==> config.mk <==
export PLATFORM = sky130hd
export DESIGN_NAME = s_mem_arbiter
export DESIGN_NICKNAME = d
export VERILOG_FILES = /design/src/rtl/s_arb_pkg.sv /design/src/rtl/s_arb_rdpipe.sv /design/src/rtl/s_mem_arbiter.sv
export SDC_FILE = /design/constraint.sdc
export NUM_CORES = 1
export LEC_CHECK = 0
export BUFFER_PORTS_ARGS = -buffer_cell sky130_fd_sc_hd__buf_2
export CAP_MARGIN = 30
export CORE_ASPECT_RATIO = 1.75
export CORE_MARGIN = 8
export CORE_UTILIZATION = 25
export DETAILED_ROUTE_END_ITERATION = 8
export PLACE_DENSITY_LB_ADDON = 0.12
export SETUP_SLACK_MARGIN = 0.02
export SYNTH_ARGS = -nofsm -noshare
export SYNTH_HDL_FRONTEND = slang
export SYNTH_HIERARCHICAL = 1
export SYNTH_SLANG_ARGS = --single-unit
==> constraint.sdc <==
create_clock -name clk -period 2.6 [get_ports clk]
set_input_delay 0.26 -clock clk [delete_from_list [all_inputs] [get_ports clk]]
set_output_delay 0.26 -clock clk [all_outputs]
set_load 0.02 [all_outputs]
==> src/rtl/s_arb_pkg.sv <==
// rtl/s_arb_pkg.sv - shared types, defaults and helpers for the S-memory arbiter
package s_arb_pkg;

    typedef enum logic [1:0] {
        IDLE  = 2'd0,
        GRANT = 2'd1,
        DRAIN = 2'd2
    } arb_state_e;

    localparam int DEF_NUM_REQ    = 3;
    localparam int DEF_RD_LATENCY = 2;
    localparam int DEF_AW         = 8;
    localparam int DEF_DW         = 8;

    // Never returns less than 1 so a single requester still gets a legal index field.
    function automatic int clog2(input int n);
        int r;
        r = 1;
        while ((1 << r) < n) begin
            r = r + 1;
        end
        return r;
    endfunction

endpackage

==> src/rtl/s_arb_rdpipe.sv <==
// rtl/s_arb_rdpipe.sv - read tag pipeline returning a one-hot rvalid RD_LATENCY cycles after issue
import s_arb_pkg::*;

module s_arb_rdpipe #(
    parameter int NUM_REQ    = DEF_NUM_REQ,
    parameter int RD_LATENCY = DEF_RD_LATENCY,
    parameter int OW         = clog2(DEF_NUM_REQ)
) (
    input  logic               clk,
    input  logic               reset,
    input  logic               issue_i,
    input  logic [OW-1:0]      owner_i,
    output logic [NUM_REQ-1:0] rvalid_o
);

    logic [RD_LATENCY-1:0] valid_q;
    logic [OW-1:0]         tag_q [RD_LATENCY];

    always_ff @(posedge clk) begin
        if (!reset) begin
            valid_q <= '0;
            for (int k = 0; k < RD_LATENCY; k++) begin
                tag_q[k] <= '0;
            end
        end else begin
            valid_q[0] <= issue_i;
            tag_q[0]   <= owner_i;
            for (int k = 1; k < RD_LATENCY; k++) begin
                valid_q[k] <= valid_q[k-1];
                tag_q[k]   <= tag_q[k-1];
            end
        end
    end

    always_comb begin
        rvalid_o = '0;
        for (int i = 0; i < NUM_REQ; i++) begin
            rvalid_o[i] = valid_q[RD_LATENCY-1] && (tag_q[RD_LATENCY-1] == OW'(i));
        end
    end

endmodule

==> src/rtl/s_mem_arbiter.sv <==
// rtl/s_mem_arbiter.sv - lock-based S-memory port arbiter; S_ARB_ROUND_ROBIN_EN selects round-robin
import s_arb_pkg::*;

module s_mem_arbiter #(
    parameter int NUM_REQ    = DEF_NUM_REQ,
    parameter int RD_LATENCY = DEF_RD_LATENCY,
    parameter int AW         = DEF_AW,
    parameter int DW         = DEF_DW
) (
    input  logic                  clk,
    input  logic                  reset,
    input  logic [NUM_REQ-1:0]    req,
    input  logic [NUM_REQ-1:0]    acc,
    input  logic [NUM_REQ-1:0]    wren,
    input  logic [NUM_REQ*AW-1:0] addr,
    input  logic [NUM_REQ*DW-1:0] wdata,
    output logic [NUM_REQ-1:0]    gnt,
    output logic [NUM_REQ-1:0]    rvalid,
    output logic [DW-1:0]         rdata,
    output logic                  busy,
    output logic [AW-1:0]         mem_addr,
    output logic [DW-1:0]         mem_wdata,
    output logic                  mem_wren,
    input  logic [DW-1:0]         mem_q
);

    localparam int OW = clog2(NUM_REQ);
    localparam int CW = 3;

    arb_state_e    state_q, state_d;
    logic [OW-1:0] owner_q, owner_d;
    logic [CW-1:0] cnt_q, cnt_d;
    logic [OW-1:0] winner;

    logic          own_req, own_acc, own_wren;
    logic [AW-1:0] own_addr;
    logic [DW-1:0] own_wdata;
    logic          granted, rd_issue;

    always_comb begin
        own_req   = 1'b0;
        own_acc   = 1'b0;
        own_wren  = 1'b0;
        own_addr  = '0;
        own_wdata = '0;
        for (int i = 0; i < NUM_REQ; i++) begin
            if (owner_q == OW'(i)) begin
                own_req   = req[i];
                own_acc   = acc[i];
                own_wren  = wren[i];
                own_addr  = addr[i*AW +: AW];
                own_wdata = wdata[i*DW +: DW];
            end
        end
    end

`ifdef S_ARB_ROUND_ROBIN_EN
    logic [OW-1:0] ptr_q, ptr_d;
    logic          found;
    int            idx;

    // Search begins one past the last owner so a continuously requesting client cannot starve others.
    always_comb begin
        winner = '0;
        found  = 1'b0;
        idx    = 0;
        for (int k = 0; k < NUM_REQ; k++) begin
            idx = (int'(ptr_q) + k) % NUM_REQ;
            if (!found && req[idx]) begin
                found  = 1'b1;
                winner = OW'(idx);
            end
        end
    end

    always_comb begin
        ptr_d = ptr_q;
        if (state_q == IDLE && |req) begin
            ptr_d = (winner == OW'(NUM_REQ-1)) ? '0 : winner + 1'b1;
        end
    end

    always_ff @(posedge clk) begin
        if (!reset) begin
            ptr_q <= '0;
        end else begin
            ptr_q <= ptr_d;
        end
    end
`else
    always_comb begin
        winner = '0;
        for (int i = NUM_REQ - 1; i >= 0; i--) begin
            if (req[i]) begin
                winner = OW'(i);
            end
        end
    end
`endif

    always_comb begin
        state_d = state_q;
        owner_d = owner_q;
        cnt_d   = cnt_q;
        case (state_q)
            IDLE: begin
                if (|req) begin
                    state_d = GRANT;
                    owner_d = winner;
                end
            end
            GRANT: begin
                if (!own_req) begin
                    state_d = DRAIN;
                    cnt_d   = CW'(RD_LATENCY - 1);
                end
            end
            DRAIN: begin
                if (cnt_q == '0) begin
                    state_d = IDLE;
                end else begin
                    cnt_d = cnt_q - 1'b1;
                end
            end
            default: state_d = IDLE;
        endcase
    end

    always_ff @(posedge clk) begin
        if (!reset) begin
            state_q <= IDLE;
            owner_q <= '0;
            cnt_q   <= '0;
        end else begin
            state_q <= state_d;
            owner_q <= owner_d;
            cnt_q   <= cnt_d;
        end
    end

    // The RAM port is only driven during GRANT; DRAIN keeps it quiet while reads finish.
    assign granted   = (state_q == GRANT);
    assign busy      = (state_q != IDLE);
    assign mem_addr  = granted ? own_addr : '0;
    assign mem_wdata = granted ? own_wdata : '0;
    assign mem_wren  = granted & own_acc & own_wren;
    assign rd_issue  = granted & own_acc & ~own_wren;

    always_comb begin
        gnt = '0;
        for (int i = 0; i < NUM_REQ; i++) begin
            gnt[i] = granted && (owner_q == OW'(i));
        end
    end

    s_arb_rdpipe #(
        .NUM_REQ    (NUM_REQ),
        .RD_LATENCY (RD_LATENCY),
        .OW         (OW)
    ) u_rdpipe (
        .clk      (clk),
        .reset    (reset),
        .issue_i  (rd_issue),
        .owner_i  (owner_q),
        .rvalid_o (rvalid)
    );

    assign rdata = (|rvalid) ? mem_q : '0;

endmodule

After elaboration in Yosys (flattened, before gate mapping)
Memory sizes are Yosys's and may differ from the RTL's.
Cells that the tools add are included.
- bits in registers: 9
- memory bits (writable): 4
- input port bits: 67
- output and inout port bits: 32
- logic and storage cells: 71
- memories kept: 1
- add/sub/neg operators: 1
- equal/unequal tests: 10
- multiplexer cells: 32
- bitwise logic cells: 6
- reduce and logical (&&, ||, !) cells: 17
- memories (name ; words ; width ; read ports ; clocked after memory_dff ; write ports ; line ; source):
    u_rdpipe.tag_q ; 2 ; 2 ; 2 ; 0 ; 2 ; s_arb_rdpipe.sv:17 ; logic [OW-1:0] tag_q [RD_LATENCY];
- operator list (kind ; count):
    8-bit 2-to-1 mux ; 9
    2-bit 2-to-1 mux ; 8
    1-bit 2-to-1 mux ; 11
    2-bit inequality test, second input constant ; 4
    2-bit by 1-bit equality test with 1-bit output, second input constant ; 3
    2-bit equality test, second input constant ; 3
    1-bit logical AND ; 6
    2-bit zero test ; 3
    3-bit 2-to-1 mux ; 2
    2-bit one-hot mux with 3 select lines ; 1
    3-bit one-hot mux with 2 select lines ; 1
    3-bit AND reduction ; 2
    3-bit OR reduction ; 2
    2-bit nonzero test ; 2
    1-bit AND ; 3
    3-bit zero test ; 1
    3-bit by 1-bit subtractor with 3-bit output, second input constant ; 1
    1-bit OR ; 2
    2-bit AND reduction ; 1
    1-bit NOT ; 1

Logic depth before layout (Yosys ltp)
Gate-level depths: netlist of run 1.
- word-level depth: 6
- depth in mapped cells: 6
- mapped depth without buffers: 5

By module
Netlist of run 1, hierarchy kept.
- by module, submodules not included (module ; times used ; cells each ; area each (µm²) ; sequential area each (µm²)):
    s_mem_arbiter ; 1 ; 133 ; 928.4 ; 140.1
    s_arb_rdpipe ; 1 ; 15 ; 187.7 ; 120.1

Least setup slack after synthesis of run 1
OpenSTA, ideal clock, no wires.
- path kind: register to output
- start: register owner_q[0]
- end: output mem_addr[5]
- arrival: 1.383 ns
- required time: 2.340 ns
- path slack: 0.957 ns
- cell stages (with the launch flop): 6
- buffers on the path: 2
- cell sequence: dfxtp_1 -> inv_1 -> clkbuf_1 -> clkbuf_1 -> nand2_1 -> a21oi_1
- cells in the longest elaborated chain, start to end: 5
- elaborated cells between the ends (all ways): 7
- classes of those cells: eq/ne (2); mux (4); reduce/logical (1)
- ends and longest elaborated chain (what ; line ; source):
    start: declaration ; s_mem_arbiter.sv:31 ; logic [OW-1:0] owner_q, owner_d;
    start signal: assignment ; s_mem_arbiter.sv:136 ; owner_q <= owner_d;
    2-bit zero test ; s_mem_arbiter.sv:47 ; if (owner_q == OW'(i)) begin
    8-bit 2-to-1 mux (2 in series) ; s_mem_arbiter.sv:47 ;
    8-bit 2-to-1 mux * ; s_mem_arbiter.sv:47 ;
    8-bit 2-to-1 mux * ; s_mem_arbiter.sv:144 ; assign mem_addr = granted ? own_addr : '0;
    end: declaration ; s_mem_arbiter.sv:21 ; output logic [AW-1:0] mem_addr,
Mark *: on every way between the ends. The rest lies on a longest branch, timed or not.

Final worst setup path of run 1
- start: register owner_q[0]
- end: output mem_wdata[3]
- cells in the longest elaborated chain, start to end: 5
- elaborated cells between the ends (all ways): 7
- classes of those cells: eq/ne (2); mux (4); reduce/logical (1)
- ends and longest elaborated chain (what ; line ; source):
    2-bit zero test ; s_mem_arbiter.sv:47 ;
    8-bit 2-to-1 mux (2 in series) ; s_mem_arbiter.sv:47 ;
    8-bit 2-to-1 mux * ; s_mem_arbiter.sv:47 ;
    8-bit 2-to-1 mux * ; s_mem_arbiter.sv:145 ; assign mem_wdata = granted ? own_wdata : '0;
    end: declaration ; s_mem_arbiter.sv:22 ; output logic [DW-1:0] mem_wdata,
Marked as above.

==> results by group, run 1 <==
Outcome
  – Status: finished, final reports clean

Route
  – Via count: 1355
  – Post-route DRC: 0
  – Routed wire per std cell: 13.7 µm
  – Initial DRT Pass Iterations: 4
  – Routed Wire Length: 4050 µm
  – Drt initial violations: 54
  – ANT nets after route: 0
  – Via density: 4.59

Die
  – Initial core utilization: 0.256
  – Width of the die: 66.5 µm
  – # IOs: 99
  – Die height: 104 µm
  – Std-Cell Rows: 32
  – CORE AREA: 0.00436 mm²
  – Die area: 0.00694 mm²

Placement
  – IO buf count: 98
  – Gpl congestion: 0.765
  – Hpwl dp: 3400 µm

Hold path
  – Hold Startpoint: req[2]
  – Hold path endpoint: owner_q[1]
  – HP Class: in -> reg
  – Worst hold stages: 3

STA
  – Tmin final: 2050 ps
  – Max Slew Vio Count: 0
  – Final hold violations: 0
  – Setup Viol. Count Final: 0
  – Worst Clk Skew: 5.12 ps
  – Fmax: 0.488 GHz
  – Worst-margin pin slew: 720 ps
  – Fin Setup TNS: 0 ps
  – Max_slew headroom: 0.516
  – RSZ-0062 raised after global routing: no
  – Crit share post-route: 0.787
  – Hold WS: 338 ps

Clock network
  – CTS resizes: 0
  – Clock latency on the worst-skew pair: 240 ps
  – Bufs on Longest Clock Path: 2
  – Cts bufs inserted: 3
  – Sink Count: 13
  – CTS tree: built
  – CTS H-tree lvls: 1
  – Clock slew at reported path FFs: 60 ps
  – CTS Hold Buffers Added: 0
  – Postcts setup bufs: 0
  – Root Buffer: clkbuf_8

Setup path
  – WP data required: 2340 ps
  – CP max stage cell: nor2b_1
  – Critical Path Sink Type: output pin
  – Startpoint types: flop
  – Worst Setup Path Type: reg -> out
  – Largest stage delay, worst path: 450 ps
  – FF-to-FF setup slack: 980 ps
  – R2R Path Start: owner_q[1]
  – R2r worst-path depth: 3
  – Max FO, Critical Path: 14
  – Cells along the critical path: nor2b_1 > buf_4 > nand2_1 > a21oi_1 > buf_2
  – WP data arrival: 1790 ps
  – RR Endpoint: cnt_q[1]

Cells and area
  – Layout net count: 314
  – Commonest cells after routing, fill and taps aside: buf_2, nand2_1, a21oi_1, mux2_2, dfxtp_1
  – Commonest non-fill, non-tap cell in the layout: buf_2
  – Layout cells sized above 1: 0.512
  – # fillers: 464
  – ANT cells: 0
  – Area growth from synthesis to layout: 51.7%

GRT
  – Initial antenna violation count: 0
  – First-pass GRT wire length: 6510 µm
  – Largest net degree at the start of global routing: 23
  – Gr usage total: 0.114
  – Vias in the first global route: 1502
  – GRT overflow: 0

Pwr
  – VDD IR max: 0.000226 V
  – Power per Cell Area: 402 mW/mm²
  – Lkg Pwr: 0.906 nW

Yosys
  – Yosys Warn Count: 6
  – Count of different cell masters after synthesis: 31
  – Top post-synthesis cells by area: dfxtp_1, mux2_2, nand2_1, a21oi_1, nor2b_1
  – Synth Area per Inst: 7.54 µm²
  – Post-synth top area share: 0.233
  – Seq/Total Area, Yosys: 0.233
  – Cell Area, Synth: 0.00112 mm²
  – Synth Instances: 148
  – Mapped Nets: 217
  – Synth Register Bits: 13
  – Area leader, netlist: dfxtp_1

Flow run
  – Max-Cap Viols: 0
-- worst max path at each step --
stage,startpoint,cells after the start,slack [ps],to
5_1_grt,owner_q[1],5,340,mem_wdata[3]
3_3_place_gp,owner_q[1],5,810,mem_wdata[5]
2_1_floorplan,owner_q[0],5,960,mem_addr[5]
4_1_cts,owner_q[1],5,500,mem_wdata[4]
6_report,owner_q[0],5,550,mem_wdata[3]
3_5_place_dp,owner_q[1],5,770,mem_wdata[4]
-- critical path: cells and delay by family (launching register included) --
family / cells / cell delay [ps]
compound gates: 1 / 140
buf+inv: 2 / 470
flops: 1 / 410
simple gates: 2 / 520
-- routing by layer --
layer  vias up  part of all wire  global-route usage
met5         -                 0                   0
met1       588              0.39               0.111
met3         4             0.081              0.0421
met4         0             0.012              0.0338
li1        704                 -                   -
met2        59              0.52               0.210
-- power by group --
| part | internal [W] | total [W] | leakage [nW] | switching (W) |
|---|---|---|---|---|
| Combinational | 0.000129 | 0.000283 | 0.778 | 0.000153 |
| Sequential | 0.000210 | 0.000223 | 0.106 | 0.0000122 |
| Clock | 0.000108 | 0.000175 | 0.0228 | 0.0000673 |
-- registers in the layout, summed over array words and instances (netlist names) --
register	flops
owner_q	2
u_rdpipe/valid_q	2
u_rdpipe/tag_q	4
cnt_q	3
state_q	2
-- stage by stage --
stage	util	setup WS (ps)	cell area [µm²]	cells	total power, W
6_report	0.388	553	1690	295	0.000680
5_1_grt	0.388	341	1690	295	0.000731
4_1_cts	0.388	504	1690	295	0.000695
3_5_place_dp	0.378	769	1650	291	0.000514
3_3_place_gp	0.378	807	1650	291	0.000515
2_1_floorplan	-	957	1120	148	0.000404
-- cell type report --
type                            instances  area (µm²)  share of cell area
Multi-Input combinational cell        121         792               0.468
Timing Repair Buffer                  101         513               0.303
Sequential cell                        13         260               0.154
Tap cell                               51        63.8              0.0377
Clock buffer                            4        45.0              0.0266
Inverter                                5        18.8              0.0111
-- cell families after synthesis --
| family | share of synthesized area |
|---|---|
| adder cells (fa/ha/maj) | 0.0224 |
| flip-flops | 0.233 |
| multiplexers | 0.195 |
| AO/OA/AOI/OAI | 0.178 |
| AND/OR/NAND/NOR | 0.314 |
| buffers and inverters | 0.0572 |
-- Yosys cell counts --
cell type and instances:
a22oi_1 3, nor4_1 1, nor3_1 4, inv_1 5, buf_2 3, nor3b_2 1
clkbuf_1 5, a221o_1 1, and2_1 6, nand2b_1 2, nor3b_1 2, a21boi_0 1
a41o_1 1, and4b_1 1, mux2_4 1, a21boi_1 1, a2111oi_2 1, nor2_1 4
and3b_1 2, nand3b_1 1, nor4bb_1 1, o211a_1 1, o21ai_0 2, a31oi_1 1
dfxtp_1 13, buf_6 1, mux2_2 18, nor2b_1 10, a21oi_1 20, nand2_1 33
ha_1 2
No activity file was read; power rests on OpenSTA's default activity.
==> run 2: changes to the inputs <==
==> constraint.sdc (replaced) <==
create_clock -name clk -period 1.7 [get_ports clk]
set_input_delay 0.17 -clock clk [delete_from_list [all_inputs] [get_ports clk]]
set_output_delay 0.17 -clock clk [all_outputs]
set_load 0.02 [all_outputs]
==> results by group, run 2 (synthesized netlist as in run 1, its figures left out) <==
Hold path
  – HP Class: in -> reg

Die
  – Width of the die: 66.5 µm
  – Std-Cell Rows: 32
  – # IOs: 99
  – Die height: 104 µm
  – Die area: 0.00694 mm²
  – CORE AREA: 0.00436 mm²
  – Initial core utilization: 0.256

Route
  – Routed wire per std cell: 13.5 µm
  – Via count: 1411
  – Routed Wire Length: 4140 µm
  – Via density: 4.61
  – Post-route DRC: 0
  – Drt initial violations: 41
  – ANT nets after route: 0
  – Initial DRT Pass Iterations: 4

STA
  – Worst-margin pin slew: 340 ps
  – Worst Clk Skew: 1.32 ps
  – Max_slew headroom: 0.773
  – Crit share post-route: 0.960
  – Final hold violations: 0
  – RSZ-0062 raised after global routing: yes
  – Max Slew Vio Count: 0
  – Fmax: 0.613 GHz
  – Fin Setup TNS: 0 ps
  – Tmin final: 1630 ps
  – Setup Viol. Count Final: 0

Cells and area
  – Layout cells sized above 1: 0.561
  – Cell area after layout: 0.00183 mm²
  – Layout net count: 325
  – # fillers: 488
  – Seq. cell area: 268 µm²
  – Commonest non-fill, non-tap cell in the layout: buf_2
  – Max reg flops: 4
  – ANT cells: 0
  – Area of the multi-input gates: 817 µm²
  – Area growth from synthesis to layout: 64.1%
  – Final Non-Filler Cells: 306
  – Largest regs: u_rdpipe/tag_q x4, cnt_q x3
  – Reg with most FFs: u_rdpipe/tag_q
  – Commonest cells after routing, fill and taps aside: buf_2, nand2_1, a21oi_1, mux2_2, buf_4

Pwr
  – Int Pwr: 0.000719 W
  – Total power: 0.00110 W
  – Switch share: 0.346
  – Clock power frac: 0.252
  – Logic pwr share: 0.440
  – Power per Cell Area: 600 mW/mm²
  – Lkg Pwr: 0.972 nW
  – Sw power: 0.000381 W
  – Reg power frac: 0.308
  – VDD IR max: 0.000327 V

Setup path
  – Max FO, Critical Path: 6
  – WP data required: 1530 ps
  – Cells along the critical path: buf_6 > mux2_4 > a22oi_2 > nor3_1 > buf_2
  – Startpoint types: flop
  – FF-to-FF setup slack: 200 ps
  – Largest stage delay, worst path: 390 ps
  – WP data arrival: 1460 ps
  – CP max stage cell: dfxtp_4
  – Critical Path Sink Type: output pin
  – Worst Setup Path Type: reg -> out

GRT
  – GRT overflow: 0
  – Vias in the first global route: 1482
  – First-pass GRT wire length: 6800 µm
  – Largest net degree at the start of global routing: 17
  – Gr usage total: 0.118
  – Initial antenna violation count: 0

Flow run
  – Max-Cap Viols: 0

Placement
  – IO buf count: 98
  – Placed cells: 297
  – Gpl congestion: 0.714
  – Dpl cell area: 0.00169 mm²
  – Hpwl dp: 3420 µm

Clock network
  – Cts bufs inserted: 3
  – CTS tree: built
  – Clock slew at reported path FFs: 60 ps
  – Clock latency on the worst-skew pair: 240 ps
  – Bufs on Longest Clock Path: 2
  – CTS H-tree lvls: 1
  – CTS Hold Buffers Added: 0
  – Sink Count: 13
  – Root Buffer: clkbuf_8

Outcome
  – Status: finished, final reports clean
run 2: critical path, delay by kind of cell, from the launching register on:
kind,cells,cell delay (ps)
muxes,1,300
and+or+nand+nor,1,60
AOI/OAI and AO/OA,1,170
DFF,1,390
buffers and inverters,2,300
run 2: path summary, 6_finish.rpt:
path / startpoint / end / depth (start not counted)
hold / removal: reset / cnt_q[2] / 2
hold reg to reg: u_rdpipe/valid_q[0] / u_rdpipe/valid_q[1] / 1
setup reg to reg: owner_q[1] / cnt_q[1] / 4
setup / recovery: owner_q[1] / mem_wren / 5
run 2: per-layer routing:
layer | part of all wire | GRT usage | up-vias
met4 | 0.0087 | 0.0276 | 0
met5 | 0 | 0 | -
met2 | 0.51 | 0.207 | 62
met1 | 0.38 | 0.122 | 621
met3 | 0.096 | 0.0518 | 4
li1 | - | - | 724
run 2: layout make-up:
cell class                      instances  area share
Clock buffer                            3      0.0225
Tap cell                               51      0.0348
Inverter                                5      0.0123
Sequential cell                        13       0.146
Timing Repair Buffer                  112       0.335
Clock inverter                          1     0.00273
Multi-Input combinational cell        121       0.446
run 2: stage by stage:
stage	util	worst slack (ps)	hold WS (ps)
2_1_floorplan	-	147	292
3_3_place_gp	0.388	175	419
3_5_place_dp	0.388	167	419
4_1_cts	0.402	-7.04	257
5_1_grt	0.420	2.62	272
6_report	0.420	68.6	261
run 2: timing repair:
item | 4_1_cts | 5_1_grt
endpoints found under the setup margin | 17 | 17
pin swaps | 0 | 2
buffers inserted | 0 | 5
resized for setup | 5 | 11
run 2: power groups by stage:
stage               combinational (W)  clock [W]  sequential [W]
global route                 0.000539   0.000312        0.000342
CTS                          0.000463   0.000291        0.000338
detailed placement           0.000456          0        0.000343
global placement             0.000460          0        0.000343
floorplan                    0.000279          0        0.000338
finish                       0.000484   0.000277        0.000339
